==> config.mk <==
export PLATFORM = sky130hd
export DESIGN_NAME = bullet_controller
export DESIGN_NICKNAME = d
export VERILOG_FILES = /design/src/rtl/bullet_controller.sv
export SDC_FILE = /design/constraint.sdc
export NUM_CORES = 1
export LEC_CHECK = 0
export BUFFER_PORTS_ARGS = -buffer_cell sky130_fd_sc_hd__buf_2
export CORE_ASPECT_RATIO = 1.75
export CORE_MARGIN = 2
export CORE_UTILIZATION = 50
export CTS_BUF_LIST = sky130_fd_sc_hd__clkbuf_8
export DETAILED_ROUTE_END_ITERATION = 10
export HOLD_SLACK_MARGIN = 0.05
export PLACE_DENSITY_LB_ADDON = 0.3
export SETUP_SLACK_MARGIN = 0.02
export SYNTH_ARGS = -nofsm -noshare
export SYNTH_HDL_FRONTEND = slang
export SYNTH_SLANG_ARGS = --single-unit
export TNS_END_PERCENT = 20
==> constraint.sdc <==
create_clock -name clk -period 2.28 [get_ports clk]
set_clock_uncertainty 0.1 [all_clocks]
set_input_delay 0.228 -clock clk [delete_from_list [all_inputs] [get_ports clk]]
set_output_delay 0.228 -clock clk [all_outputs]
set_load 0.02 [all_outputs]
==> src/rtl/bullet_controller.sv <==
// Bullet slot manager: spawns, moves and retires player bullets once per frame.
// Optional macro BULLET_AUTOFIRE_EN: fire on level instead of rising edge.
module bullet_controller #(
    parameter int NUM_BULLETS     = 4,
    parameter int BULLET_SPEED    = 4,
    parameter int COOLDOWN_FRAMES = 8,
    parameter int PLAYER_W        = 32
) (
    input  logic                      clk,
    input  logic                      rst_n,
    input  logic                      frame_tick,
    input  logic                      fire,
    input  logic [9:0]                player_x,
    input  logic [9:0]                player_y,
    input  logic [NUM_BULLETS-1:0]    hit,
    output logic [10*NUM_BULLETS-1:0] bullet_x_flat,
    output logic [10*NUM_BULLETS-1:0] bullet_y_flat,
    output logic [NUM_BULLETS-1:0]    bullet_active,
    output logic                      shot
);

    localparam int CW = $clog2(COOLDOWN_FRAMES + 1);
    localparam logic [9:0]    SPD   = 10'(BULLET_SPEED);
    localparam logic [9:0]    X_OFF = 10'(PLAYER_W / 2 - 1);
    localparam logic [9:0]    Y_OFF = 10'd8;
    localparam logic [CW-1:0] CD    = CW'(COOLDOWN_FRAMES);

    logic [9:0]             r_x [NUM_BULLETS];
    logic [9:0]             r_y [NUM_BULLETS];
    logic [NUM_BULLETS-1:0] r_active;
    logic [CW-1:0]          r_cool;
    logic                   r_shot;

    logic                   w_req;
    logic                   w_spawn;
    logic [NUM_BULLETS-1:0] w_free_oh;
    logic [9:0]             w_spawn_x;
    logic [9:0]             w_spawn_y;

`ifdef BULLET_AUTOFIRE_EN
    assign w_req = frame_tick & fire;
`else
    logic r_fire_prev;

    always_ff @(posedge clk or negedge rst_n) begin
        if (!rst_n) begin
            r_fire_prev <= 1'b0;
        end else if (frame_tick) begin
            r_fire_prev <= fire;
        end
    end

    assign w_req = frame_tick & fire & ~r_fire_prev;
`endif

    // isolate the lowest zero bit of the active mask
    always_comb begin
        w_free_oh = ~r_active & (r_active + NUM_BULLETS'(1));
        w_spawn   = w_req && (r_cool == '0) && (|(~r_active))
                    && (player_y >= Y_OFF);
        w_spawn_x = player_x + X_OFF;
        w_spawn_y = player_y - Y_OFF;
    end

    always_ff @(posedge clk or negedge rst_n) begin
        if (!rst_n) begin
            r_active <= '0;
            for (int i = 0; i < NUM_BULLETS; i++) begin
                r_x[i] <= '0;
                r_y[i] <= '0;
            end
        end else begin
            for (int i = 0; i < NUM_BULLETS; i++) begin
                if (w_spawn && w_free_oh[i]) begin
                    r_x[i]      <= w_spawn_x;
                    r_y[i]      <= w_spawn_y;
                    r_active[i] <= 1'b1;
                end else if (hit[i]) begin
                    r_active[i] <= 1'b0;
                end else if (frame_tick && r_active[i]) begin
                    if (r_y[i] >= SPD) begin
                        r_y[i] <= r_y[i] - SPD;
                    end else begin
                        r_active[i] <= 1'b0;
                    end
                end
            end
        end
    end

    always_ff @(posedge clk or negedge rst_n) begin
        if (!rst_n) begin
            r_cool <= '0;
            r_shot <= 1'b0;
        end else begin
            r_shot <= w_spawn;
            if (w_spawn) begin
                r_cool <= CD;
            end else if (frame_tick && (r_cool != '0)) begin
                r_cool <= r_cool - CW'(1);
            end
        end
    end

    for (genvar g = 0; g < NUM_BULLETS; g++) begin : g_flat
        assign bullet_x_flat[10*g +: 10] = r_x[g];
        assign bullet_y_flat[10*g +: 10] = r_y[g];
    end

    assign bullet_active = r_active;
    assign shot          = r_shot;

endmodule

# ---- Word level (Yosys, flattened, before mapping)
# Index checks and enable logic that the tools add are counted.
dict set report op_classes {
  add_sub_neg 8
  order_cmp 5
  eq_ne 8
  muxes 34
  bitwise 5
  n_reduce_logical 36
}
# operator n
set op_table {}
lappend op_table {{10-bit two-way mux} 16}
lappend op_table {{10-bit by 3-bit >= comparator with 1-bit output, second input constant} 4}
lappend op_table {{10-bit by 3-bit subtractor with 10-bit output, second input constant} 4}
lappend op_table {{2-bit nonzero test} 9}
lappend op_table {{1-bit two-way mux} 16}
lappend op_table {{1-bit logical AND} 12}
lappend op_table {{3-bit inequality test, second input constant} 4}
lappend op_table {{3-bit AND reduction} 4}
lappend op_table {{3-bit nonzero test} 4}
lappend op_table {{10-bit by 4-bit adder with 10-bit output, second input constant} 1}
lappend op_table {{10-bit by 4-bit >= comparator with 1-bit output, second input constant} 1}
lappend op_table {{10-bit by 4-bit subtractor with 10-bit output, second input constant} 1}
lappend op_table {{4-bit two-way mux} 2}
lappend op_table {{2-bit by 1-bit inequality test with 1-bit output, second input constant} 4}
lappend op_table {{2-bit AND reduction} 4}
lappend op_table {{4-bit by 1-bit adder with 4-bit output, second input constant} 1}
lappend op_table {{4-bit bitwise AND} 1}
lappend op_table {{4-bit logical NOT} 1}
lappend op_table {{4-bit inverter} 1}
lappend op_table {{4-bit nonzero test} 1}
lappend op_table {{4-bit OR reduction} 1}
lappend op_table {{4-bit by 1-bit subtractor with 4-bit output, second input constant} 1}
lappend op_table {{1-bit bitwise AND} 2}
lappend op_table {{1-bit inverter} 1}
dict set report word_totals {
  regBits 90
  inputBits 28
}

# ---- Longest topological paths before layout
# Gate-level depths: netlist of run 1.
dict set report logic_depth {
  depth_word 8
  ltp_mapped 9
  depth_no_buf 7
}

# ---- Worst setup path before layout of run 1
# Ideal clock, no wire load.
dict set report synth_timing {
  kind {register -> register}
  from {register r_y (netlist bit bullet_y_flat[2])}
  to {register r_y (netlist bit bullet_y_flat[9])}
  setup_ns 0.120
  arrival_time_ns 2.182
  slack_ns -0.121
  stages_incl_launch_ff 9
  path_buffers 1
  period_less_slack_ns 2.401
  path_cell_list {dfrtp_1 -> inv_1 -> ha_1 -> or4b_1 -> buf_2 -> o41ai_4 -> and2_4 -> o21bai_1 -> and3_1}
}
dict set report synth_via {
  elab_chain_cells 5
  elab_cells_between_ends 8
  classes_between {1 x add/sub; 1 x order compare; 4 x mux; 2 x reduce/logical}
}
# element line_no
set synth_lines {}
lappend synth_lines {{from (decl)} 29} ;# logic [9:0] r_y [NUM_BULLETS];
lappend synth_lines {{from (signal, indexed assignment)} 76} ;# r_y[i] <= w_spawn_y;
lappend synth_lines {{from (signal, indexed assignment)} 82} ;# r_y[i] <= r_y[i] - SPD;
lappend synth_lines {{10-bit by 3-bit subtractor with 10-bit output} 82}
lappend synth_lines {{10-bit two-way mux} 81} ;# if (r_y[i] >= SPD) begin
lappend synth_lines {{10-bit two-way mux} 80} ;# end else if (frame_tick && r_active[i]) begin
lappend synth_lines {{10-bit two-way mux} 78} ;# end else if (hit[i]) begin
lappend synth_lines {{10-bit two-way mux} 74} ;# if (w_spawn && w_free_oh[i]) begin
# Several ways; a longest one is shown, not always the timed one. The select of a mux whose other input is x is not followed.
# A chain may end at the register's enable or synchronous reset.

# ---- Final worst setup path of run 1
dict set report layout_timing {
  from {register r_y (netlist bit bullet_y_flat[13])}
  to {register r_y (netlist bit bullet_y_flat[19])}
}
# The elaborated chain is that of the path after synthesis.

==> results.cfg, run 1 <==
[sta]
maxSlewHeadroom = 0.495
rsz0062_at_grt = true
report.final.slew_viol_count = 0
hold_viol_final = 0
max_freq_mhz = 445
final.setup.tns_ps = 0
finalSetupViolations = 0
layout_min_cycle_time_ps = 2250
timing_worst_slew_pin_value_ps = 752
fin_crit_sh = 0.985

[clock_tree]
root_buffer = clkbuf_8
cts.sinks = 90
clock_latency_ps = 360
path_clk_slew_ps = 90
ctsHtreeMaxLevel = 3
cts_max_path_buffers = 2
numCtsBuffers = 9
cts_tree = built

[layout]
num_antenna_cells = 0
multiInputGateArea_mm2 = 0.00232
final_area_mm2 = 0.00598
num-fill-cells = 745
drive_gt1_frac = 0.346
seq_area_mm2 = 0.00226
area_growth_pct = 30.7
final_nets = 675
final_util = 0.666

[run]
drv_cap = 0

[logic_synthesis]
synthFlopType = dfrtp_1
mappedNetlistArea_mm2 = 0.00458
yosysUniqueCellTypes = 64
synth_edf_count = 0
synth_area_leader_cell = dfrtp_1
netlist_top_cells_area = dfrtp_1 (49%), nand2_1 (7.0%), o21ai_0 (4.8%)
synth_nets = 518
yosysWarningCount = 0
postSynthCellCount = 479
synth-async-reset-ratio = 1.00
synth-seq-cells = 90
ys_seq_area_frac = 0.492
avgSynthCellArea_um2 = 9.56
synth_top_cell_area_share = 0.492

[drt]
first_pass_iters = 5
vias = 4354
wl_per_cell_um = 18.1
vias_per_cell = 5.72
ant_nets = 0
routed_wl_mm = 13.8
drc = 0
drt_iter0_drc = 278

[grt]
grt_antenna_before_repair = 0
grt_pass1_wl_mm = 21.2
gr-max-usage-layer = met2
gr-usage-met3 = 0.0460
first_global_vias = 4329
grtUsageTotal = 0.275
grt_max_degree = 75
grt_use_met1 = 0.294
use_met2 = 0.508
overflow = 0

[setup_path]
critPathMaxFanout = 5
rr_worst_depth = 7
crit_type = reg2reg
worstPathArrival_ps = 2400
cp.required_ps = 2440
start_kind = flop
crit_chain = inv_2 -> ha_2 -> or4b_4 -> or4_4 -> a21oi_4 -> a21oi_1 -> o21a_1
critPathCaptureType = flop
slowest_stage = or4b_4
max_stage_delay_ps = 490

[die]
rows = 46
dieArea_mm2 = 0.00997
start_util = 0.510
pin_count = 113
core_mm2 = 0.00898
dieWidth_um = 76.3
die_height_um = 131

[pwr]
irDropWorstVdd_v = 0.000616
powerDensity_mw_per_mm2 = 864
leakagePower_nw = 2.92

[outcome]
outcome = completed

[worst_hold_path]
holdPathStages = 2
holdCritPathClass = in2reg

[place]
dp_hpwl_mm = 10.2
placed_area_mm2 = 0.00554
globalplace.congestion = 0.958
port-buffer-count = 112
[Yosys cell counts, types with 6 or more instances]
cell	n
nor3_1	10
a21oi_1	16
nor3b_1	6
xnor2_1	13
nand2_1	85
ha_1	11
o221ai_1	9
dfrtp_1	90
buf_2	9
clkbuf_1	6
nor2_1	46
o21ai_0	44
inv_1	17
nand2b_1	7
[critical path, delay by kind of cell, from the launching register on]
kind / cells / cell delay [ps]
flip-flops: 1 / 420
adder cells (fa/ha/maj): 1 / 170
buffers and inverters: 1 / 60
AO/OA/AOI/OAI: 3 / 450
AND/OR/NAND/NOR: 2 / 950
[stage by stage]
step	worst slack [ps]	std cells	hold WS (ps)	total power, W
2_1_floorplan	-63.2	479	-168	0.00333
3_3_place_gp	26.4	730	8.29	0.00398
3_5_place_dp	-37.4	730	15.9	0.00406
4_1_cts	23.0	754	89.2	0.00511
5_1_grt	-72.8	761	96.9	0.00548
6_report	34.6	761	106	0.00517
[final cells by class]
cell class,count,area share
well taps,120,0.0251
flip-flops and latches,90,0.377
inverters,17,0.0107
clock inverters,5,0.00627
repair buffers,163,0.168
multi-input cells,355,0.388
clock buffers,11,0.0253
[metal layers]
layer  vias up  routed length (um)
li1       2006                   -
met1      2134                5110
met2       176                7390
met5         -                   0
met4         0                 588
met3        38                 671
[cell usage in the layout, fill, tap and decap left out, drive strengths merged, types with 4 or more instances in the layout]
| master | count |
|---|---|
| dlygate4sd3 | 8 |
| xor2 | 5 |
| nand2b | 7 |
| nor3 | 10 |
| clkbuf | 11 |
| dfrtp | 90 |
| or4b | 4 |
| a221o | 4 |
| a21oi | 17 |
| nand3b | 5 |
| xnor2 | 13 |
| buf | 155 |
| nand2 | 85 |
| nor2 | 48 |
| nor4 | 7 |
| ha | 11 |
| nor3b | 6 |
| or3 | 5 |
| o21ai | 50 |
| o22ai | 4 |
| o221ai | 9 |
| nor2b | 4 |
| inv | 18 |
| or2 | 6 |
[cells by family after synthesis]
group	Yosys count	synth area share
DFF	90	0.492
adders and majority gates	11	0.0301
muxes	5	0.0115
AOI/OAI and AO/OA	117	0.182
and+or+nand+nor	204	0.218
xor gates and xnor gates	18	0.0344
buffers and inverters	34	0.0314
[where the power goes]
| part | switching [W] | internal (W) | total, W |
|---|---|---|---|
| Combinational | 0.00115 | 0.000779 | 0.00192 |
| Clock | 0.000579 | 0.000460 | 0.00104 |
| Sequential | 0.000283 | 0.00192 | 0.00221 |
| Total | 0.00201 | 0.00316 | 0.00517 |
[path summary, 6_finish.rpt]
| path | from | to | slack, ps |
|---|---|---|---|
| setup / recovery | bullet_y_flat[13] | bullet_y_flat[19] | 30 |
| hold / removal | player_y[3] | bullet_y_flat[3] | 110 |
| setup reg to reg | bullet_y_flat[13] | bullet_y_flat[19] | 30 |
| hold reg to reg | bullet_x_flat[37] | bullet_x_flat[37] | 380 |
| max in group asynchronous | rst_n | bullet_x_flat[28] | 1230 |
| min in group asynchronous | rst_n | bullet_y_flat[15] | 170 |
[registers in the layout, summed over array words and instances, names as in the netlist]
name,flops
bullet_y_flat,40
bullet_active,4
r_fire_prev,1
shot,1
bullet_x_flat,40
r_cool,4
[repair_timing]
| item | in CTS | in global routing |
|---|---|---|
| pin swaps | 1 | 11 |
| gates cloned | 0 | 1 |
| gates resized for setup | 5 | 27 |
| hold buffers | 8 | 0 |
| setup endpoints to repair | 21 | 36 |
| buffers inserted | 0 | 6 |
| endpoints found under the hold margin | 101 | 0 |
Note: power is estimated with default switching activity, not from simulation.
==> run 2, diff against run 1 <==
--- a/config.mk
+++ b/config.mk
@@ -6,7 +6,7 @@
 export NUM_CORES = 1
 export LEC_CHECK = 0
 export BUFFER_PORTS_ARGS = -buffer_cell sky130_fd_sc_hd__buf_2
-export CORE_ASPECT_RATIO = 1.75
+export CORE_ASPECT_RATIO = 0.7
 export CORE_MARGIN = 2
 export CORE_UTILIZATION = 50
 export CTS_BUF_LIST = sky130_fd_sc_hd__clkbuf_8
==> results.cfg, run 2 (same netlist as run 1, synthesis figures left out) <==
[outcome]
outcome = completed

[drt]
wl_per_cell_um = 16.6
vias = 4255
drc = 0
first_pass_iters = 5
drt_iter0_drc = 306
ant_nets = 0
vias_per_cell = 5.54
routed_wl_mm = 12.8

[die]
rows = 29
die_height_um = 84.0
start_util = 0.511
dieWidth_um = 118
pin_count = 113
dieArea_mm2 = 0.00995
core_mm2 = 0.00896

[pwr]
irDropWorstVdd_v = 0.000687
powerDensity_mw_per_mm2 = 868
leakagePower_nw = 2.90

[sta]
final.setup.tns_ps = 0
rsz0062_at_grt = true
holdWs_ps = 71.2
max_freq_mhz = 442
report.final.slew_viol_count = 0
maxSlewHeadroom = 0.500
layout_min_cycle_time_ps = 2260
fin_crit_sh = 0.993
timing_worst_slew_pin_value_ps = 745
hold_viol_final = 0
finalSetupViolations = 0

[setup_path]
max_stage_delay_ps = 500
crit_chain = inv_2 -> ha_4 -> or4b_4 -> o41ai_4 -> buf_4 -> and2_4 -> o21bai_1 -> and3_1
crit_type = reg2reg
start_kind = flop
startpoint = bullet_y_flat[3]
slowest_stage = or4b_4
r2r_start = bullet_y_flat[3]
critPathMaxFanout = 5
worstPathArrival_ps = 2420
critPathCaptureType = flop
rr_worst_depth = 8
cp.required_ps = 2440

[place]
port-buffer-count = 112
globalplace.congestion = 0.938
dp_hpwl_mm = 9.46

[grt]
first_global_vias = 3931
grt_pass1_wl_mm = 20.2
grtUsageTotal = 0.259
overflow = 0
grt_max_degree = 50
grt_antenna_before_repair = 0

[clock_tree]
numCtsBuffers = 9
cts.sinks = 90
cts_tree = built
root_buffer = clkbuf_8
ctsHtreeMaxLevel = 3
cts_max_path_buffers = 2
path_clk_slew_ps = 90
clock_latency_ps = 360

[run]
drv_cap = 0

[layout]
multiInputGateArea_mm2 = 0.00227
num_antenna_cells = 0
drive_gt1_frac = 0.339
num-fill-cells = 731
final_nets = 678
seq_area_mm2 = 0.00226
area_growth_pct = 29.7
layout_common_cells = buf_2 (111), dfrtp_1 (86), nand2_1 (85)
final_common_cell = buf_2

[worst_hold_path]
holdPathStages = 2
holdCritPathClass = in2reg
hold_start = player_x[0]
[run 2: cell count changes in the layout (fill, tap and decap cells not counted), moves of 2 or more]
cell | previous run | this run
buf_4 | 37 | 45
a221oi_1 | 0 | 2
a221oi_2 | 2 | 0
buf_6 | 4 | 2
nor2_2 | 3 | 1
nor2_4 | 0 | 2
[run 2: critical path: cells and delay by family, from the launching register on]
kind	cells	cell delay [ps]
fa+ha+maj	1	130
buf+inv	2	260
simple gates	3	800
flops	1	420
compound gates	2	450
[run 2: area by class of cell]
type,instances,share of cell area
clock buffer,10,0.0232
timing repair buffer,166,0.169
clock inverter,6,0.00717
tap,124,0.0261
sequential,90,0.380
inverter,17,0.0107
multi-input combinational,355,0.383
[run 2: through the flow]
step / setup slack (ps) / area (um2) / total power (W) / utilization / instances
CTS: -21.7 / 5770 / 0.00505 / 0.644 / 754
detailed placement: -58.6 / 5520 / 0.00403 / 0.616 / 732
global placement: 14.3 / 5520 / 0.00395 / 0.616 / 732
global route: -81.1 / 5940 / 0.00545 / 0.662 / 768
finish: 16.2 / 5940 / 0.00515 / 0.662 / 768
floorplan: -63.2 / 4620 / 0.00333 / - / 479
[run 2: final timing paths]
check | endpoint | slack (ps)
setup reg to reg | bullet_y_flat[9] | 20
max in group asynchronous | bullet_y_flat[2] | 1300
setup / recovery | bullet_y_flat[9] | 20
hold / removal | bullet_x_flat[10] | 70
min in group asynchronous | bullet_y_flat[33] | 180
hold reg to reg | bullet_x_flat[20] | 390
[run 2: metal layers]
| layer | track usage | routed length (um) | vias up |
|---|---|---|---|
| met1 | 0.375 | 5720 | 2044 |
| met3 | 0.0628 | 1040 | 13 |
| met4 | 0.0570 | 130 | 0 |
| met5 | 0 | 0 | - |
| met2 | 0.396 | 5890 | 177 |
| li1 | - | - | 2021 |
[run 2: where the power goes]
group | leakage, nW | switching (W) | internal (W) | total, W
combinational | 1.66 | 0.00114 | 0.000783 | 0.00193
sequential | 1.16 | 0.000293 | 0.00192 | 0.00222
clock | 0.0882 | 0.000580 | 0.000425 | 0.00101
[run 2: repair_timing]
item	4_1_cts	5_1_grt
pin swaps	0	12
setup buffers	0	13
hold endpoints to repair	95	1
resized for setup	3	21
setup endpoints to repair	20	40
hold buffers	6	1
cloned	0	0
